File: config.mk
export PLATFORM = sky130hd
export DESIGN_NAME = mem_stage
export DESIGN_NICKNAME = d
export VERILOG_FILES = /design/src/rtl/mem_stage_pkg.sv /design/src/rtl/mem_load_ext.sv /design/src/rtl/mem_stage.sv
export SDC_FILE = /design/constraint.sdc
export NUM_CORES = 1
export LEC_CHECK = 0
export CAP_MARGIN = 5
export CORE_MARGIN = 4
export CORE_UTILIZATION = 37
export CTS_CLUSTER_SIZE = 24
export DETAILED_ROUTE_END_ITERATION = 10
export PLACE_DENSITY = 0.8
export SYNTH_ARGS = -nofsm -noshare
export SYNTH_HDL_FRONTEND = slang
export SYNTH_SLANG_ARGS = --single-unit
File: constraint.sdc
create_clock -name clk_in -period 2.3 [get_ports clk_in]
set_input_delay 0.23 -clock clk_in [delete_from_list [all_inputs] [get_ports clk_in]]
set_output_delay 0.23 -clock clk_in [all_outputs]
set_load 0.1 [all_outputs]
File: src/rtl/mem_stage_pkg.sv
// Shared definitions for the memory-access stage: instruction ids, state encodings,
// access sizes and the decoder that maps an instruction id onto an access descriptor.
package mem_stage_pkg;

  localparam int ID_W   = 6;
  localparam int ADDR_W = 18;

  localparam logic [ID_W-1:0] ID_NOP = 6'd0;
  localparam logic [ID_W-1:0] ID_LB  = 6'd1;
  localparam logic [ID_W-1:0] ID_LH  = 6'd2;
  localparam logic [ID_W-1:0] ID_LW  = 6'd3;
  localparam logic [ID_W-1:0] ID_LBU = 6'd4;
  localparam logic [ID_W-1:0] ID_LHU = 6'd5;
  localparam logic [ID_W-1:0] ID_SB  = 6'd6;
  localparam logic [ID_W-1:0] ID_SH  = 6'd7;
  localparam logic [ID_W-1:0] ID_SW  = 6'd8;

  localparam logic [31:0]       ZERO_WORD = 32'd0;
  localparam logic [7:0]        ZERO_BYTE = 8'd0;
  localparam logic [4:0]        ZERO_IDX  = 5'd0;
  localparam logic [ADDR_W-1:0] ZERO_ADDR = '0;

  typedef enum logic [1:0] {
    ST_IDLE = 2'd0,
    ST_BUSY = 2'd1,
    ST_DONE = 2'd2
  } state_e;

  typedef enum logic [1:0] {
    SZ_B = 2'd0,
    SZ_H = 2'd1,
    SZ_W = 2'd2
  } size_e;

  typedef struct packed {
    logic  is_mem;
    logic  is_load;
    logic  sext;
    size_e size;
  } mem_op_t;

  function automatic mem_op_t decode_op(input logic [ID_W-1:0] id);
    mem_op_t op;
    op = '{is_mem: 1'b0, is_load: 1'b0, sext: 1'b0, size: SZ_W};
    case (id)
      ID_LB:   op = '{is_mem: 1'b1, is_load: 1'b1, sext: 1'b1, size: SZ_B};
      ID_LH:   op = '{is_mem: 1'b1, is_load: 1'b1, sext: 1'b1, size: SZ_H};
      ID_LW:   op = '{is_mem: 1'b1, is_load: 1'b1, sext: 1'b0, size: SZ_W};
      ID_LBU:  op = '{is_mem: 1'b1, is_load: 1'b1, sext: 1'b0, size: SZ_B};
      ID_LHU:  op = '{is_mem: 1'b1, is_load: 1'b1, sext: 1'b0, size: SZ_H};
      ID_SB:   op = '{is_mem: 1'b1, is_load: 1'b0, sext: 1'b0, size: SZ_B};
      ID_SH:   op = '{is_mem: 1'b1, is_load: 1'b0, sext: 1'b0, size: SZ_H};
      ID_SW:   op = '{is_mem: 1'b1, is_load: 1'b0, sext: 1'b0, size: SZ_W};
      default: op = '{is_mem: 1'b0, is_load: 1'b0, sext: 1'b0, size: SZ_W};
    endcase
    return op;
  endfunction

  function automatic logic [2:0] op_bytes(input size_e size);
    case (size)
      SZ_B:    return 3'd1;
      SZ_H:    return 3'd2;
      default: return 3'd4;
    endcase
  endfunction

endpackage

File: src/rtl/mem_load_ext.sv
// Size and sign extension of the little-endian load assembly register.
module mem_load_ext
  import mem_stage_pkg::*;
(
  input  logic [31:0] raw,
  input  size_e       size,
  input  logic        sext,
  output logic [31:0] ext
);

  always_comb begin
    ext = raw;
    case (size)
      SZ_B:    ext = {{24{sext & raw[7]}}, raw[7:0]};
      SZ_H:    ext = {{16{sext & raw[15]}}, raw[15:0]};
      default: ext = raw;
    endcase
  end

endmodule

File: src/rtl/mem_stage.sv
// Memory-access stage: byte-serial loads/stores through the shared byte-wide arbiter,
// stall request while an access is in flight, zero-latency pass-through otherwise.
module mem_stage
  import mem_stage_pkg::*;
#(
  parameter int INST_IDX_W = ID_W
) (
  input  logic                  clk_in,
  input  logic                  rst_in,
  input  logic                  rdy_in,
  input  logic [INST_IDX_W-1:0] instIdx_in,
  input  logic [ADDR_W-1:0]     memAddr_in,
  input  logic [31:0]           valStore_in,
  input  logic                  rdE_in,
  input  logic [4:0]            rdIdx_in,
  input  logic [31:0]           rdData_in,
  input  logic                  hold_in,
  input  logic                  memGnt_in,
  input  logic                  memRvalid_in,
  input  logic [7:0]            memRdata_in,
  output logic                  memReq_out,
  output logic                  memWr_out,
  output logic [ADDR_W-1:0]     memAddr_out,
  output logic [7:0]            memWdata_out,
  output logic                  stallReq_out,
  output logic                  rdE_out,
  output logic [4:0]            rdIdx_out,
  output logic [31:0]           rdData_out
);

  state_e            state, state_nx;
  logic [2:0]        iss_cnt, ret_cnt;
  logic [31:0]       asm_data;
  mem_op_t           op;
  logic [2:0]        n_bytes;
  logic              req, gnt_ok, rvalid_ok, last_gnt, last_ret;
  logic [31:0]       load_val;

  logic              mem_req, mem_wr, stall, rd_e;
  logic [ADDR_W-1:0] mem_addr;
  logic [7:0]        mem_wdata;
  logic [4:0]        rd_idx;
  logic [31:0]       rd_data;

  assign op      = decode_op(ID_W'(instIdx_in));
  assign n_bytes = op_bytes(op.size);

  // A request is live until every byte has been granted; rdy_in low masks it and any grant.
  assign req       = rdy_in && (state == ST_BUSY) && (iss_cnt < n_bytes);
  assign gnt_ok    = req && memGnt_in;
  assign last_gnt  = gnt_ok && (iss_cnt == n_bytes - 3'd1);
  assign rvalid_ok = rdy_in && (state == ST_BUSY) && op.is_load && memRvalid_in
                     && (ret_cnt < n_bytes);
  assign last_ret  = rvalid_ok && (ret_cnt == n_bytes - 3'd1);

  mem_load_ext u_load_ext (
    .raw  (asm_data),
    .size (op.size),
    .sext (op.sext),
    .ext  (load_val)
  );

  always_ff @(posedge clk_in or negedge rst_in) begin
    if (!rst_in) begin
      state    <= ST_IDLE;
      iss_cnt  <= 3'd0;
      ret_cnt  <= 3'd0;
      asm_data <= ZERO_WORD;
    end else begin
      state <= state_nx;
      if (rdy_in && (state == ST_IDLE)) begin
        iss_cnt  <= 3'd0;
        ret_cnt  <= 3'd0;
        asm_data <= ZERO_WORD;
      end
      if (gnt_ok) iss_cnt <= iss_cnt + 3'd1;
      if (rvalid_ok) begin
        asm_data[{ret_cnt[1:0], 3'b000} +: 8] <= memRdata_in;
        ret_cnt <= ret_cnt + 3'd1;
      end
    end
  end

  always_comb begin
    state_nx  = state;
    mem_req   = 1'b0;
    mem_wr    = 1'b0;
    mem_addr  = ZERO_ADDR;
    mem_wdata = ZERO_BYTE;
    stall     = 1'b0;
    rd_e      = rdE_in;
    rd_idx    = rdIdx_in;
    rd_data   = rdData_in;
    case (state)
      ST_IDLE: begin
        if (op.is_mem) begin
          stall = 1'b1;
          rd_e  = 1'b0;
          if (rdy_in) state_nx = ST_BUSY;
        end
      end
      ST_BUSY: begin
        stall     = 1'b1;
        rd_e      = 1'b0;
        mem_req   = req;
        mem_wr    = req && !op.is_load;
        mem_addr  = memAddr_in + ADDR_W'(iss_cnt);
        mem_wdata = valStore_in[{iss_cnt[1:0], 3'b000} +: 8];
        // Stores finish on the last grant, loads on the last returned byte.
        if (op.is_load ? last_ret : last_gnt) state_nx = ST_DONE;
      end
      ST_DONE: begin
        if (op.is_load) rd_data = load_val;
        else            rd_e    = 1'b0;
        if (rdy_in && !hold_in) state_nx = ST_IDLE;
      end
      default: state_nx = ST_IDLE;
    endcase
  end

  // Every output reads as zero for as long as reset is asserted.
  assign memReq_out   = rst_in & mem_req;
  assign memWr_out    = rst_in & mem_wr;
  assign memAddr_out  = rst_in ? mem_addr  : ZERO_ADDR;
  assign memWdata_out = rst_in ? mem_wdata : ZERO_BYTE;
  assign stallReq_out = rst_in & stall;
  assign rdE_out      = rst_in & rd_e;
  assign rdIdx_out    = rst_in ? rd_idx  : ZERO_IDX;
  assign rdData_out   = rst_in ? rd_data : ZERO_WORD;

endmodule

# Yosys cells after proc, flatten, opt, wreduce, memory -nomap -nowiden
# Memories as Yosys holds them, arrays and structs flattened.
# Cells that the tools add are included.
dict set report totals {
  ff_bits 40
  mem_bits_ro 80
  inputBits 108
  word_cells 79
  n_memories 1
}
dict set report op_classes {
  n_addsub 5
  magnitude_cmp 2
  eq_ne 9
  shift 3
  muxes 30
  bitwise 6
  n_reduce_logical 19
}
# memory depth width rd rd_clocked_by_memory_dff write_ports line_no
set mem_list {}
lappend mem_list {{(name not given)} 16 5 1 0 0 mem_stage_pkg.sv:45} ;# case (id)
# operator n
set op_table {}
lappend op_table {{2-to-1 mux 32 bit} 5}
lappend op_table {{one-hot mux 32 bit (2 select lines)} 1}
lappend op_table {{2-to-1 mux 18 bit} 2}
lappend op_table {{bitwise mux 32 bit} 1}
lappend op_table {{variable shift 8 x 7 -> 32 bit, first input constant} 1}
lappend op_table {{variable part select 32 x 6 -> 8 bit} 1}
lappend op_table {{variable part select 8 x 7 -> 32 bit} 1}
lappend op_table {{adder 18 x 3 -> 18 bit} 1}
lappend op_table {{2-to-1 mux 8 bit} 2}
lappend op_table {{logical AND 1 bit} 11}
lappend op_table {{2-to-1 mux 5 bit} 2}
lappend op_table {{2-to-1 mux 3 bit} 3}
lappend op_table {{2-to-1 mux 2 bit} 4}
lappend op_table {{negation 5 -> 7 bit} 1}
lappend op_table {{adder 3 x 1 -> 3 bit, second input constant} 2}
lappend op_table {{bitwise AND 1 bit} 6}
lappend op_table {{== test 3 bit} 2}
lappend op_table {{zero test 2 bit} 3}
lappend op_table {{less-than comparator 3 bit} 2}
lappend op_table {{2-to-1 mux 1 bit} 6}
lappend op_table {{inequality test 2 bit, second input constant} 3}
lappend op_table {{one-hot mux 2 bit (3 select lines)} 1}
lappend op_table {{one-hot mux 3 bit (2 select lines)} 1}
lappend op_table {{== test 2 x 1 -> 1 bit, second input constant} 2}
lappend op_table {{8 further kinds} 10}

# Longest topological paths before layout
# Gate-level depths: netlist of the first run.
dict set report depth {
  depth_word 11
  mapped_depth 14
  mapped_depth_nobuf 12
}

# Cells and area by module
# From an unflattened synthesis of the first run, not the netlist that was laid out.
dict set report unflattened {
  hier_cells 495
  hier_area_um2 3848.7
}
# mod n_inst cells_each area_each_um2 seq_area_each_um2
set by_module_without_submodules {}
lappend by_module_without_submodules {mem_stage 1 429 3463.3 1001.0}
lappend by_module_without_submodules {mem_load_ext 1 66 385.4 0.0}

# Worst setup path before layout of the first run
# No wires, ideal clock.
dict set report synth_path {
  path_kind {input port to output port}
  startpoint {in instIdx_in[0]}
  endpoint {out memWr_out}
  arrival_ps 4217
  path_slack_ps -2147
  path_stages 12
  path_buffers 2
  path_cell_list {inv_1 -> ha_1 -> o21ai_1 -> inv_1 -> buf_2 -> buf_1 -> nand2_1 -> ha_1 -> nor2b_1 -> o21ai_0 -> and3_1 -> nor2b_1}
}
dict set report synth_between {
  elab_chain_len 9
}
# item line_no
set synth_lines {}
lappend synth_lines {{start, declared} mem_stage.sv:11} ;# input logic [INST_IDX_W-1:0] instIdx_in,
lappend synth_lines {{memory (16 x 5 bit) (*)} --}
lappend synth_lines {{2-to-1 mux 5 bit (*)} mem_stage_pkg.sv:45}
lappend synth_lines {{== test 2 x 1 -> 1 bit or zero test 2 bit (tied branches)} mem_stage_pkg.sv:60} ;# case (size)
lappend synth_lines {{one-hot mux 3 bit (2 select lines)} mem_stage_pkg.sv:60}
lappend synth_lines {{less-than comparator 3 bit} mem_stage.sv:49} ;# assign req = rdy_in && (state == ST_BUSY) && (iss_cnt < n_bytes);
lappend synth_lines {{logical AND 1 bit} mem_stage.sv:49}
lappend synth_lines {{logical AND 1 bit (*)} mem_stage.sv:106} ;# mem_wr = req && !op.is_load;
lappend synth_lines {{2-to-1 mux 1 bit (*)} mem_stage.sv:94} ;# case (state)
lappend synth_lines {{bitwise AND 1 bit (*)} mem_stage.sv:123} ;# assign memWr_out = rst_in & mem_wr;
lappend synth_lines {{end, declared} mem_stage.sv:22} ;# output logic memWr_out,
# Every way passes the cells marked *; elsewhere a longest branch is shown, timed or not.

# Worst setup path in the final report of the first run
dict set report layout_path {
  startpoint {reg iss_cnt[0]}
  endpoint {out memAddr_out[12]}
}
dict set report layout_between {
  elab_chain_len 3
}
# item line_no
set layout_lines {}
lappend layout_lines {{start, declared} mem_stage.sv:32} ;# logic [2:0] iss_cnt, ret_cnt;
lappend layout_lines {{start signal, assigned} mem_stage.sv:76} ;# if (gnt_ok) iss_cnt <= iss_cnt + 3'd1;
lappend layout_lines {{adder 18 x 3 -> 18 bit} mem_stage.sv:107} ;# mem_addr = memAddr_in + ADDR_W'(iss_cnt);
lappend layout_lines {{2-to-1 mux 18 bit} mem_stage.sv:94}
lappend layout_lines {{2-to-1 mux 18 bit} mem_stage.sv:124} ;# assign memAddr_out = rst_in ? mem_addr : ZERO_ADDR;
lappend layout_lines {{end, declared} mem_stage.sv:23} ;# output logic [ADDR_W-1:0] memAddr_out,
# Every way passes these cells.

==> flow_summary.toml, run 1 <==
[run_status]
outcome = "complete, but fails checks"
violations = "negative setup slack"

[clock_network]
clockBufferDepth = 2
cts_tree = "done"
ctsHtreeMaxLevel = 2
clock_latency_ns = 0.30
cts.sinks = 40
cts_buffers = 5
clockRootBuffer = "clkbuf_8"
clk_pin_slew_ns = 0.09

[logic_synthesis]
syn_area_um2 = 3470
synthFlopType = "dfrtp_1"
avgSynthCellArea_um2 = 8.29
synthCells = 418
yosysSeqAreaShare = 0.289
yosysUniqueCellTypes = 50
synthArstFlopShare = 1.00
syn_nets = 547
ys_ff_latch = 40
yosys_warnings = 0
synth_edf_count = 0

[worst_setup_path]
worstPathMaxFanout = 6
crit_slowest_cell = "dfrtp_1"
worst-path-buf-inv = 1
cp-end-kind = "output port"
slowest_delay_ns = 0.42
cpLargestDelayFamily = "adder cells"
worstPathArrival_ns = 2.15
required_ns = 2.07
path_cells = "ha_4, fa_2, a21oi_4, nor2_4, nand4_1, xor2_1, nor2_2, buf_12"
crit_type = "register to output port"
startpoint_type = "register"

[finish]
final.fill_count = 457
antenna_cells = 0
final_cell_area_um2 = 7370
syn_to_final_growth_pct = 113
drive_gt1_frac = 0.400
finalNetCount = 775
final_cell_count_no_fill = 758

[timing]
worst_pin_slew_ns = 0.437
rsz0062_at_grt = "true"
fin_crit_ns = 2.38
setup_violations = 11
hold_viol = 0
fin_ws_ns = -0.0761
skew_ns = 0.0102
fmax_ghz = 0.421
fin_hold_ws_ns = 0.368
final-max-slew-violation-count = 0
finalCritPeriodShare = 1.03
slew_headroom = 0.709

[floorplanning]
die_y_um = 105
die_width_um = 105
ios = 175
dieArea_um2 = 11000
rows = 35
start_util = 0.377
coreArea_um2 = 9200

[route]
drcViolationCount = 0
via_per_inst = 5.67
ant_nets = 0
vias = 4297
wirelength_mm = 15.2
drt_iter0_markers = 456
drt_first_pass_iters = 7
detail_route.wl_per_cell_um = 20.1

[global_route]
grt_usage = 0.256
grt_pass1_vias = 4305
grt_pass1_wl_mm = 22.8
grt_max_degree = 29
grt_overflow = 0
antenna_found_initial = 0

[placed_design]
portBuffers = 174
dp.cells = 743
hpwl_mm = 10.6
gp_congestion = 0.873
post_dp_cell_area_um2 = 6950

[worst_hold_path]
hold_class = "input port to asynchronous set/reset pin"

[run]
max_cap_viol_count = 0

[power_and_ir_drop]
power.leakage_nw = 2.99
p_per_area_nw_per_um2 = 653
total_power_mw = 4.81
vdd_ir_drop_max_uv = 406
[cell usage after synthesis (11+ instances only)]
cell type   n  area share
a21oi_1    14       0.020
clkbuf_1   11       0.012
dfrtp_1    40        0.29
ha_1       20       0.072
inv_1      12       0.013
nand2_1    62       0.067
nand3_1    36       0.052
nor2_1     38       0.041
nor2b_1    13       0.023
o21ai_0    40       0.058
o2bb2ai_1  15       0.038
xnor2_1    11       0.028
[layer usage]
metal | part of all wire | up-vias | global-route usage
met5 | 0 | - | 0
met4 | 0.037 | 0 | 0.0722
met3 | 0.071 | 58 | 0.0457
met2 | 0.51 | 266 | 0.455
met1 | 0.38 | 2034 | 0.316
li1 | - | 1939 | -
[cells in the final DEF (no fill, tap or decap), types with 4 or more instances in the layout]
master	netlist	layout
nor2b_4	0	5
inv_1	12	8
o2bb2ai_4	0	15
o21ai_0	40	39
xor2_1	6	5
a21oi_4	0	12
mux4_2	8	8
xnor2_2	0	5
a22o_1	8	8
nor2_1	38	22
xnor2_1	11	6
clkbuf_8	0	5
buf_6	3	4
nand4_1	5	5
nand3_1	36	34
nand2_1	62	60
and2_1	7	6
nor3_1	8	5
nor2_4	0	7
ha_4	0	5
dfrtp_1	40	40
nor2b_1	13	8
nor2_2	0	9
buf_4	1	65
ha_1	20	14
a21boi_2	0	8
buf_12	0	65
clkdlybuf4s50_1	0	98
[timing repair]
item	in CTS	in global routing
gates resized for setup	47	30
hold buffers	1	0
endpoints found under the setup margin	88	50
hold endpoints to repair	3	0
gates cloned	2	0
pin swaps	15	19
buffers inserted	3	3
[path summary, 6_finish.rpt]
kind	cells after the start	slack, ns	from	endpoint
worst min-delay path	2	0.37	rst_in	asm_data[1]
worst max-delay path	8	-0.08	iss_cnt[0]	memAddr_out[12]
worst max register to register	8	0.20	ret_cnt[0]	asm_data[4]
max in group asynchronous	4	1.15	rst_in	asm_data[10]
min in group clk_in	1	0.51	asm_data[29]	asm_data[29]
worst min register to register	1	0.51	asm_data[29]	asm_data[29]
[power breakdown]
part	internal [mW]	switching [mW]	total [mW]
Clock	0.321	0.269	0.591
Combinational	1.34	2.07	3.41
Sequential	0.750	0.0650	0.815
Total	2.41	2.41	4.81
[area by class of cell]
cell class / instances / area [um2] / area share
Sequential cell: 40 / 1000 / 0.136
Timing Repair Buffer: 243 / 2940 / 0.399
Inverter: 12 / 60.1 / 0.00815
Tap cell: 111 / 139 / 0.0188
Multi-Input combinational cell: 344 / 3120 / 0.423
Clock inverter: 3 / 42.5 / 0.00577
Clock buffer: 5 / 68.8 / 0.00933
[flip-flops by register name, indices dropped and copies added (netlist names)]
register / flops
asm_data: 32
iss_cnt: 3
state: 2
ret_cnt: 3
[cells by family after synthesis]
logic type,share of synthesized area
simple gates,0.288
fa+ha+maj,0.0780
flops,0.289
mux,0.0639
buf+inv,0.0462
xor+xnor,0.0560
compound gates,0.179
[per-stage QoR]
stage                     setup TNS (ns)  utilization  worst slack, ns
after floorplan                    -6.78            -           -0.406
after global placement            -25.97        0.755           -0.387
after detailed placement          -30.13        0.755           -0.592
after CTS                         -0.586        0.792           -0.100
after global routing               -1.21        0.802           -0.127
final                             -0.350        0.802          -0.0761
Note: power is estimated with default switching activity, not from simulation.
==> inputs of run 2 (changes only) <==
CORE_UTILIZATION = 50   (was 37)
DONT_BUFFER_PORTS = 1   (was not set)
PLACE_DENSITY = 0.7   (was 0.8)
==> flow_summary.toml, run 2 (synthesized netlist as in run 1, its figures left out) <==
[worst_setup_path]
worstPathMaxFanout = 6
slowest_delay_ns = 0.40
worstPathArrival_ns = 2.13
required_ns = 2.07
path_cells = "ha_1, a21o_1, a21oi_4, buf_6, nor3_1, xnor2_1, nor2_4, buf_12"
crit_start = "iss_cnt[1]"
crit_slowest_cell = "dfrtp_1"
startpoint_type = "register"
cp-end-kind = "output port"
r2r-start = "ret_cnt[0]"
crit_type = "register to output port"

[global_route]
grt_pass1_wl_mm = 18.5
grt_pass1_vias = 3697
antenna_found_initial = 1
grt_usage = 0.276
grt_overflow = 0
grt_max_degree = 41

[timing]
rsz0062_at_grt = "true"
skew_ns = 0.00734
setup_violations = 9
fin_crit_ns = 2.36
worst_pin_slew_ns = 0.526
hold_viol = 0
final-max-slew-violation-count = 0
finalCritPeriodShare = 1.03
slew_headroom = 0.647
fmax_ghz = 0.423
fin_ws_ns = -0.0638

[finish]
finalNetCount = 623
regArea_um2 = 1000
syn_to_final_growth_pct = 68.2
reg_top3 = "asm_data x32, iss_cnt x3, ret_cnt x3"
largest_register_ffs = 32
final_cell_mix = "66 x buf_12, 61 x nand2_1, 39 x o21ai_0, 39 x dfrtp_1, 35 x nand3_1"
final_common_cell = "buf_12"
final.fill_count = 298
multi_input_area_um2 = 3020
largest_register = "asm_data"
drive_gt1_frac = 0.408

[power_and_ir_drop]
p_per_area_nw_per_um2 = 766
total_power_mw = 4.47
vdd_ir_drop_max_uv = 764
power.leakage_nw = 2.28

[clock_network]
cts.sinks = 40
clockRootBuffer = "clkbuf_8"
clock_latency_ns = 0.30
clockBufferDepth = 2
cts_tree = "done"
cts_buffers = 5
ctsHtreeMaxLevel = 2
clk_pin_slew_ns = 0.08

[worst_hold_path]
hold_class = "input port to register"
hp-start = "memRdata_in[4]"

[route]
met1_length_mm = 4.30
met3_length_um = 913
drcViolationCount = 0
drt_iter0_markers = 355
wl_met2_mm = 6.51
vias = 3628
drt_first_pass_iters = 5
wirelength_mm = 12.1
topRoutingLayerUsed = "met4"
via_per_inst = 6.30
ant_nets = 0
detail_route.wl_per_cell_um = 21.0

[placed_design]
hpwl_mm = 8.99
place_ws_ns = -0.0452
portBuffers = 0
gp_congestion = 0.891

[run_status]
violations = "negative setup slack"
outcome = "complete, but fails checks"

[floorplanning]
die_y_um = 91.3
coreArea_um2 = 6760
dieArea_um2 = 8330
die_width_um = 91.3
rows = 30
ios = 175
start_util = 0.513

[run]
max_cap_viol_count = 0
[run 2: final timing paths]
check                                        to  slack (ns)  cells past startpoint
worst max register to register     asm_data[31]        0.09                      7
worst min-delay path               asm_data[28]        0.06                      1
worst min register to register     asm_data[20]        0.52                      2
worst max-delay path            memAddr_out[11]       -0.06                      8
max in group asynchronous            iss_cnt[2]        1.70                      2
min in group asynchronous           asm_data[4]        0.39                      2
[run 2: final cells by class]
type                       count  area share
inverter                      12      0.0103
timing repair buffer          91       0.261
antenna                        1    0.000429
sequential                    40       0.172
clock buffer                   6      0.0142
clock inverter                 2     0.00665
tap                           80      0.0172
multi-input combinational    344       0.518
[run 2: metrics by stage]
step                cells  cell area (um2)  utilization  hold WS (ns)  TNS, ns
floorplan             418             4090            -       -0.0656    -6.78
global placement      562             5550        0.822       -0.0644        0
detailed placement    562             5550        0.822       -0.0645   -0.356
CTS                   575             5770        0.854        0.0598  -0.0232
global route          576             5830        0.863        0.0539    -1.37
finish                576             5830        0.863        0.0631   -0.227
[run 2: power by group]
part	leakage [nW]	switching, mW	internal, mW
registers	0.551	0.0676	0.751
logic	1.67	1.91	1.12
clock network	0.0614	0.262	0.355
[run 2: per-layer routing]
| metal | GRT usage | up-vias |
|---|---|---|
| met4 | 0.101 | 0 |
| met1 | 0.322 | 1751 |
| met2 | 0.501 | 207 |
| met3 | 0.0505 | 35 |
| li1 | - | 1635 |
| met5 | 0 | - |
[run 2: timing repair]
action	4_1_cts	5_1_grt
setup endpoints to repair	12	22
gates resized for setup	10	10
hold buffers	2	0
setup buffers	3	0
pin swaps	3	18
hold endpoints to repair	40	0
[run 2: worst max-delay path: cells and delay by family (launching register included)]
family          cells  cell delay (ns)
compound gates      2             0.40
fa+ha+maj           1             0.28
simple gates        2             0.14
flops               1             0.40
xor+xnor            1             0.30
buf+inv             2             0.32
